File: config.mk
export PLATFORM = sky130hd
export DESIGN_NAME = uart_boot_loader
export DESIGN_NICKNAME = d
export VERILOG_FILES = /design/src/rtl/uart_boot_loader.sv
export SDC_FILE = /design/constraint.sdc
export NUM_CORES = 1
export LEC_CHECK = 0
export BUFFER_PORTS_ARGS = -buffer_cell sky130_fd_sc_hd__clkbuf_2
export CORE_MARGIN = 10
export CORE_UTILIZATION = 55
export DETAILED_ROUTE_END_ITERATION = 6
export PLACE_DENSITY_LB_ADDON = 0.25
export SLEW_MARGIN = 20
export SYNTH_ARGS = -nofsm -noshare
export SYNTH_HDL_FRONTEND = slang
export SYNTH_SLANG_ARGS = --single-unit
File: constraint.sdc
create_clock -name CLK -period 2.25 [get_ports CLK]
set_input_delay 0.1125 -clock CLK [delete_from_list [all_inputs] [get_ports CLK]]
set_output_delay 0.1125 -clock CLK [all_outputs]
set_load 0.05 [all_outputs]
File: src/rtl/uart_boot_loader.sv
// uart_boot_loader: receives a UART boot image and writes it word by word into instruction memory; define BOOT_CHECKSUM_EN to require a trailing XOR checksum byte
module uart_boot_loader #(
  parameter int CLKS_PER_BIT = 104,
  parameter int ADDR_W = 4
) (
  input  logic              CLK,
  input  logic              RST,
  input  logic              uart_rx,
  output logic              imem_we,
  output logic [ADDR_W-1:0] imem_addr,
  output logic [31:0]       imem_wdata,
  output logic              cpu_hold,
  output logic              load_done,
  output logic              load_err
);
  localparam int CW = $clog2(CLKS_PER_BIT);
  localparam logic [CW-1:0] FULL = CW'(CLKS_PER_BIT - 1);
  localparam logic [CW-1:0] HALF = CW'(CLKS_PER_BIT / 2 - 1);
  localparam logic [8:0] DEPTH = 9'(1 << ADDR_W);
  typedef enum logic [1:0] {R_IDLE, R_START, R_DATA, R_STOP} rx_t;
  typedef enum logic [2:0] {IDLE, COUNT, DATA, CSUM, DONE, ERROR} st_t;
  logic s1_q, s2_q, s3_q, stb_q, ferr_q;
  rx_t rx_q;
  logic [CW-1:0] cnt_q;
  logic [2:0] bit_q;
  logic [7:0] sh_q;
  st_t st_q;
  logic [8:0] n_q, wcnt_q;
  logic [ADDR_W-1:0] nxt_q, addr_q;
  logic [1:0] bidx_q;
  logic [23:0] word_q;
  logic [31:0] wdata_q;
  logic we_q, hold_q, done_q, err_q;
`ifdef BOOT_CHECKSUM_EN
  logic [7:0] csum_q;
`endif
  assign imem_we = we_q;
  assign imem_addr = addr_q;
  assign imem_wdata = wdata_q;
  assign cpu_hold = hold_q;
  assign load_done = done_q;
  assign load_err = err_q;
  // synchronize the line, detect start edges, sample mid-bit and emit one-cycle byte or framing-error strobes
  always_ff @(posedge CLK) begin
    if (RST) begin
      s1_q <= 1'b1;
      s2_q <= 1'b1;
      s3_q <= 1'b1;
      rx_q <= R_IDLE;
      cnt_q <= '0;
      bit_q <= '0;
      sh_q <= '0;
      stb_q <= 1'b0;
      ferr_q <= 1'b0;
    end else begin
      s1_q <= uart_rx;
      s2_q <= s1_q;
      s3_q <= s2_q;
      stb_q <= 1'b0;
      ferr_q <= 1'b0;
      cnt_q <= cnt_q + 1'b1;
      case (rx_q)
        R_IDLE: begin
          cnt_q <= '0;
          if (s3_q && !s2_q) rx_q <= R_START;
        end
        R_START: if (cnt_q == HALF) begin
          cnt_q <= '0;
          bit_q <= '0;
          rx_q <= s2_q ? R_IDLE : R_DATA;
        end
        R_DATA: if (cnt_q == FULL) begin
          cnt_q <= '0;
          sh_q <= {s2_q, sh_q[7:1]};
          bit_q <= bit_q + 1'b1;
          if (bit_q == 3'd7) rx_q <= R_STOP;
        end
        R_STOP: if (cnt_q == FULL) begin
          stb_q <= s2_q;
          ferr_q <= !s2_q;
          rx_q <= R_IDLE;
        end
        default: rx_q <= R_IDLE;
      endcase
    end
  end
  // frame parser: header, count, little-endian words, optional checksum; drives memory writes and CPU hold/status
  always_ff @(posedge CLK) begin
    if (RST) begin
      st_q <= IDLE;
      n_q <= '0;
      wcnt_q <= '0;
      nxt_q <= '0;
      bidx_q <= '0;
      word_q <= '0;
      we_q <= 1'b0;
      addr_q <= '0;
      wdata_q <= '0;
      hold_q <= 1'b1;
      done_q <= 1'b0;
      err_q <= 1'b0;
`ifdef BOOT_CHECKSUM_EN
      csum_q <= '0;
`endif
    end else begin
      we_q <= 1'b0;
      if (ferr_q && st_q != IDLE && st_q != DONE) begin
        st_q <= ERROR;
        err_q <= 1'b1;
        hold_q <= 1'b1;
        done_q <= 1'b0;
      end else if (stb_q) begin
        case (st_q)
          IDLE, DONE, ERROR: if (sh_q == 8'hA5) begin
            st_q <= COUNT;
            hold_q <= 1'b1;
            done_q <= 1'b0;
            err_q <= 1'b0;
          end
          COUNT: if (sh_q == 8'd0 || {1'b0, sh_q} > DEPTH) begin
            st_q <= ERROR;
            err_q <= 1'b1;
          end else begin
            st_q <= DATA;
            n_q <= {1'b0, sh_q};
            wcnt_q <= '0;
            nxt_q <= '0;
            bidx_q <= '0;
`ifdef BOOT_CHECKSUM_EN
            csum_q <= '0;
`endif
          end
          DATA: begin
            word_q <= {sh_q, word_q[23:8]};
            bidx_q <= bidx_q + 1'b1;
`ifdef BOOT_CHECKSUM_EN
            csum_q <= csum_q ^ sh_q;
`endif
            if (bidx_q == 2'd3) begin
              we_q <= 1'b1;
              addr_q <= nxt_q;
              wdata_q <= {sh_q, word_q};
              nxt_q <= nxt_q + 1'b1;
              wcnt_q <= wcnt_q + 1'b1;
              if (wcnt_q + 9'd1 == n_q) begin
`ifdef BOOT_CHECKSUM_EN
                st_q <= CSUM;
`else
                st_q <= DONE;
                done_q <= 1'b1;
                hold_q <= 1'b0;
`endif
              end
            end
          end
`ifdef BOOT_CHECKSUM_EN
          CSUM: if (sh_q == csum_q) begin
            st_q <= DONE;
            done_q <= 1'b1;
            hold_q <= 1'b0;
          end else begin
            st_q <= ERROR;
            err_q <= 1'b1;
          end
`endif
          default: st_q <= IDLE;
        endcase
      end
    end
  end
endmodule

# After elaboration in Yosys (flattened, before gate mapping)

Cells that the tools add are included.

Register bits: 115
Output and inout port bits: 40

$lt $le $gt $ge: 1
Reductions and logical operators: 30
Add/sub/neg operators: 5
Bitwise operators: 6
Equality and inequality tests: 27
Multiplexer cells: 41

Operators by type and width:

| kind                                                                  | number |
|---|---|
| 3-bit two-way mux                                                     | 8 |
| 4-bit AND reduction                                                   | 6 |
| 7-bit one-hot mux with 3 select lines                                 | 1 |
| 9-bit two-way mux                                                     | 2 |
| 2-bit != test (second input constant)                                 | 9 |
| 9-bit one-hot mux with 2 select lines                                 | 1 |
| 3-bit != test (second input constant)                                 | 5 |
| 5-bit AND reduction                                                   | 3 |
| 2-bit two-way mux                                                     | 7 |
| 7-bit two-way mux                                                     | 2 |
| 1-bit two-way mux                                                     | 10 |
| 9-bit by 1-bit adder with 9-bit output (second input constant)        | 1 |
| 3-bit == test (second input constant)                                 | 3 |
| 9-bit by 8-bit == test with 1-bit output                              | 1 |
| 3-bit one-hot mux with 3 select lines                                 | 1 |
| 8-bit == test (second input constant)                                 | 1 |
| 8-bit by 5-bit > comparator with 1-bit output (second input constant) | 1 |
| 8-bit logical NOT                                                     | 1 |
| 4-bit two-way mux                                                     | 2 |
| 2-bit one-hot mux with 4 select lines                                 | 1 |
| 4-bit one-hot mux with 2 select lines                                 | 1 |
| 2-bit nonzero test                                                    | 4 |
| 7-bit by 1-bit adder with 7-bit output (second input constant)        | 1 |
| 7-bit by 6-bit == test with 1-bit output (second input constant)      | 1 |
| other kinds (23)                                                      | 37 |

# Logic depth before layout (Yosys ltp)

Depth in word-level cells: 7
Mapped depth: 8
Depth with buffers taken out: 6

# Worst setup path before layout

No wires, ideal clock.

Path kind: register to register
From: register wcnt_q[0]
To: register st_q[2]
Data arrival time: 1.674 ns
Setup time: 0.070 ns
Cell stages (with the launch flop): 7
Required time: 2.180 ns
Setup slack: 0.506 ns
Cells stage by stage: dfxtp_1 ha_1 nand3_1 nor3_1 o211ai_1 a2111oi_0 o2bb2ai_1

Word-level cells in the longest chain between the ends: 4

RTL lines:

| what                                     | line | text |
|---|---|---|
| start: declaration                       | 28   | `logic [8:0] n_q, wcnt_q;` |
| start signal: assignment                 | 144  | `wcnt_q <= wcnt_q + 1'b1;` |
| 9-bit by 1-bit adder with 9-bit output   | 145  | `if (wcnt_q + 9'd1 == n_q) begin` |
| 9-bit by 8-bit == test with 1-bit output | 145  |  |
| 3-bit != test (no source line)           | n/a  |  |
| 4-bit AND reduction (no source line)     | n/a  |  |
| end signal: assignment                   | 124  | `st_q <= DATA;` |
| end signal: assignment                   | 149  | `st_q <= DONE;` |
| end signal: assignment                   | 166  | `default: st_q <= IDLE;` |
| end: declaration                         | 27   | `st_t st_q;` |

No other way between the ends.
A chain may end at the register's enable or synchronous reset.

# Final worst setup path

Ends and elaborated chain as after synthesis.

==> impl_metrics.env <==
export IMPL_fin_util_pct=68.3
export IMPL_multiInputGateArea_um2=2270
export IMPL_peakVddDrop_mv=0.558
export IMPL_yosys_warnings=0
export IMPL_netlist_instances=571
export IMPL_maxSlewHeadroom_pct=63.1
export IMPL_design_final_nets=618
export IMPL_firstDrtPassIters=5
export IMPL_post_route_period_util_pct=91.9
export IMPL_power_uw=4910
export IMPL_synth_top_cell_by_area="dfxtp_1"
export IMPL_synth_edf_count=0
export IMPL_placed_area_um2=5020
export IMPL_p_leak_uw=0.00217
export IMPL_synth_top_area_share_pct=48.6
export IMPL_hold_viol=0
export IMPL_htreeDepth=4
export IMPL_antenna_found_initial=0
export IMPL_internal_power_uw=3970
export IMPL_switching_power_uw=937
export IMPL_fin_crit_ns=2.07
export IMPL_yosysUniqueCellTypes=54
export IMPL_io_pins=43
export IMPL_initial_core_util_pct=57.1
export IMPL_critPathMaxFanout=7
export IMPL_path_clk_slew_ns=0.06
export IMPL_timing_fmax_mhz=484
export IMPL_pwr_share_seq_pct=41.7
export IMPL_synth_most_common_cell="nand2_1"
export IMPL_overflow=0
export IMPL_p_sw_share_pct=19.1
export IMPL_vias_per_cell=5.62
export IMPL_area_growth_pct=19.7
export IMPL_worst_setup_path_start_kind="flip-flop"
export IMPL_cts_sinks=115
export IMPL_grt_pass1_wl_um=17900
export IMPL_diodes=0
export IMPL_drv_slew=0
export IMPL_register_area_um2=2300
export IMPL_p_per_area_nw_per_um2=865
export IMPL_dp_cells=693
export IMPL_place_hpwl_um=7030
export IMPL_n_fill_cell=657
export IMPL_grt_max_degree=47
export IMPL_dr_first_iter_drc_count=220
export IMPL_fin_skew_ns=0.00553
export IMPL_tightest_slew_ns=0.549
export IMPL_fp_dieH_um=113
export IMPL_drc_errors=0
export IMPL_numPortBuffers=42
export IMPL_dieArea_um2=12700
export IMPL_postCtsSetupBuffers=0
export IMPL_share_comb_of_total_power_pct=0.9
export IMPL_globalplace_congestion=0.846
export IMPL_wl_um=10900
export IMPL_syn_avg_cell_area_um2=8.30
export IMPL_drive_above_1_share_pct=15.8
export IMPL_die_x_um=113
export IMPL_critPathArrivalTime_ns=2.51
export IMPL_async_reset_ff_share_pct=0
export IMPL_status="finished clean"
export IMPL_post_layout_nonfiller_instances=727
export IMPL_cp_required_ns=2.69
export IMPL_cts_made_buffers=17
export IMPL_max_cap_viol_count=0
export IMPL_cts_max_path_buffers=2
export IMPL_synthTopCellsByArea="dfxtp_1 49%, nand2_1 11%, a21oi_1 9.7%, mux2i_1 3.4%, nor2_1 2.9%"
export IMPL_rows=33
export IMPL_critical_path_class="flip-flop to flip-flop"
export IMPL_finalSetupViolCount=0
export IMPL_core_area_um2=8300
export IMPL_postRouteAntennaNets=0
export IMPL_synth_seq_cells=115
export IMPL_clock_latency_ns=0.52
export IMPL_grt_pass1_vias=3739
export IMPL_route_vias_total=4089
export IMPL_wl_per_cell_um=14.9
export IMPL_whs_ns=0.325
export IMPL_netlist_area_um2=4740
export IMPL_cts_root_buf="clkbuf_8"
export IMPL_post_route_cell_area_um2=5670
export IMPL_synth_common_cells="135 x nand2_1, 115 x dfxtp_1, 92 x a21oi_1, 36 x nor2_1, 27 x clkbuf_1"
export IMPL_end_kind="flip-flop"
export IMPL_cts_tree="yes"
export IMPL_ys_flop_type="dfxtp_1"
export IMPL_syn_nets=580
export IMPL_ys_seq_area_share_pct=48.6
export IMPL_hp_class="input port to flip-flop"
export IMPL_grt_usage_pct=16.7
export IMPL_clkPwrFrac_pct=57.3
==> cells in the final DEF, fill, tap and decap left out, types with 2 or more instances in the layout <==
cell,synthesis,layout
or4_1,2,2
buf_4,0,10
dlygate4sd3_1,0,2
a22oi_1,2,2
a21oi_1,92,92
clkbuf_1,27,3
and3_1,2,2
o21ai_0,13,13
nand4_1,8,8
and2_1,9,9
xnor2_1,5,5
mux2i_1,16,16
or2_2,8,8
a21o_1,2,2
clkinvlp_4,0,3
nand3b_1,2,2
a31oi_1,3,3
nor4bb_1,2,2
nor2_1,36,36
o31ai_1,2,2
dfxtp_1,115,115
clkbuf_8,0,5
nand2b_1,3,3
nor2b_1,6,6
nand4b_1,2,2
clkbuf_16,0,16
clkbuf_2,0,41
nor4_1,2,2
nand2_1,135,135
ha_1,6,6
nand3_1,15,15
inv_1,9,9
nor4b_1,2,2
or3_1,5,5
nor3_1,4,3
xor2_1,6,6
bufinv_16,0,4
==> through the flow <==
| stage | setup TNS (ns) | worst slack (ns) |
|---|---|---|
| 2_1_floorplan | 0 | 0.506 |
| 3_3_place_gp | 0 | 0.381 |
| 3_5_place_dp | 0 | 0.216 |
| 4_1_cts | 0 | 0.219 |
| 5_1_grt | -0.00858 | -0.00858 |
| 6_report | 0 | 0.182 |
==> sequential cells by signal (all words and copies together), names as in the netlist, 2 cells and up, named ones only <==
signal / cells
bit_q: 3
n_q: 8
imem_wdata: 32
nxt_q: 4
cnt_q: 7
wcnt_q: 9
st_q: 3
imem_addr: 4
bidx_q: 2
word_q: 24
sh_q: 8
==> repair_timing <==
item,CTS,global route
gates resized for setup,0,1
hold buffers,2,0
setup endpoints to repair,0,1
hold endpoints to repair,8,0
==> area by class of cell <==
| cell class | instances | area share (%) |
|---|---|---|
| flip-flops and latches | 115 | 40.6 |
| multi-input cells | 412 | 40.0 |
| clock buffers | 24 | 8.47 |
| repair buffers | 54 | 5.38 |
| clock inverters | 8 | 2.60 |
| well taps | 105 | 2.32 |
| inverters | 9 | 0.596 |
==> worst max-delay path: stages, from the launching register on <==
cell	delay (ns)
dfxtp_1	0.44
ha_1	0.31
nand3_1	0.27
nor2_1	0.24
mux2i_1	0.15
a2111oi_0	0.42
o2bb2ai_1	0.15
==> logic make-up (layout without fill, tap and decap cells) <==
logic type	count (synthesis)	in the layout	share of synthesized area, %
AO/OA/AOI/OAI	128	128	15.5
XOR/XNOR	11	11	2.03
adder cells (fa/ha/maj)	6	6	1.58
buffers and inverters	44	95	3.59
flip-flops	115	115	48.6
multiplexers	17	17	3.70
AND/OR/NAND/NOR	250	250	25.0
==> power groups by stage <==
| stage | clock (uW) | combinational, uW | sequential, uW |
|---|---|---|---|
| 6_report | 2810 | 46.3 | 2050 |
| 5_1_grt | 2950 | 50.7 | 2050 |
| 4_1_cts | 2840 | 46.1 | 2050 |
| 3_5_place_dp | 0 | 43.3 | 2090 |
| 3_3_place_gp | 0 | 42.9 | 2090 |
| 2_1_floorplan | 0 | 37.1 | 2090 |
==> path summary, 6_finish.rpt <==
kind,cells past startpoint,slack (ns),to,from
setup / recovery,6,0.18,st_q[2]$_SDFFE_PP0P_,wcnt_q[0]$_SDFFE_PP0P_
hold / removal,3,0.32,s1_q$_SDFF_PP1_,uart_rx
setup reg to reg,6,0.18,st_q[2]$_SDFFE_PP0P_,wcnt_q[0]$_SDFFE_PP0P_
hold reg to reg,1,0.41,s2_q$_SDFF_PP1_,s1_q$_SDFF_PP1_
==> routing by layer <==
metal  global-route usage [%]  up-vias  wire [um]
met2                     26.6       94       5220
met4                     6.60        0        184
li1                         -     2033          -
met1                     19.8     1944       4910
met3                     6.50       18        542
met5                        0        -          0
Power figures use the tool's default switching activity.
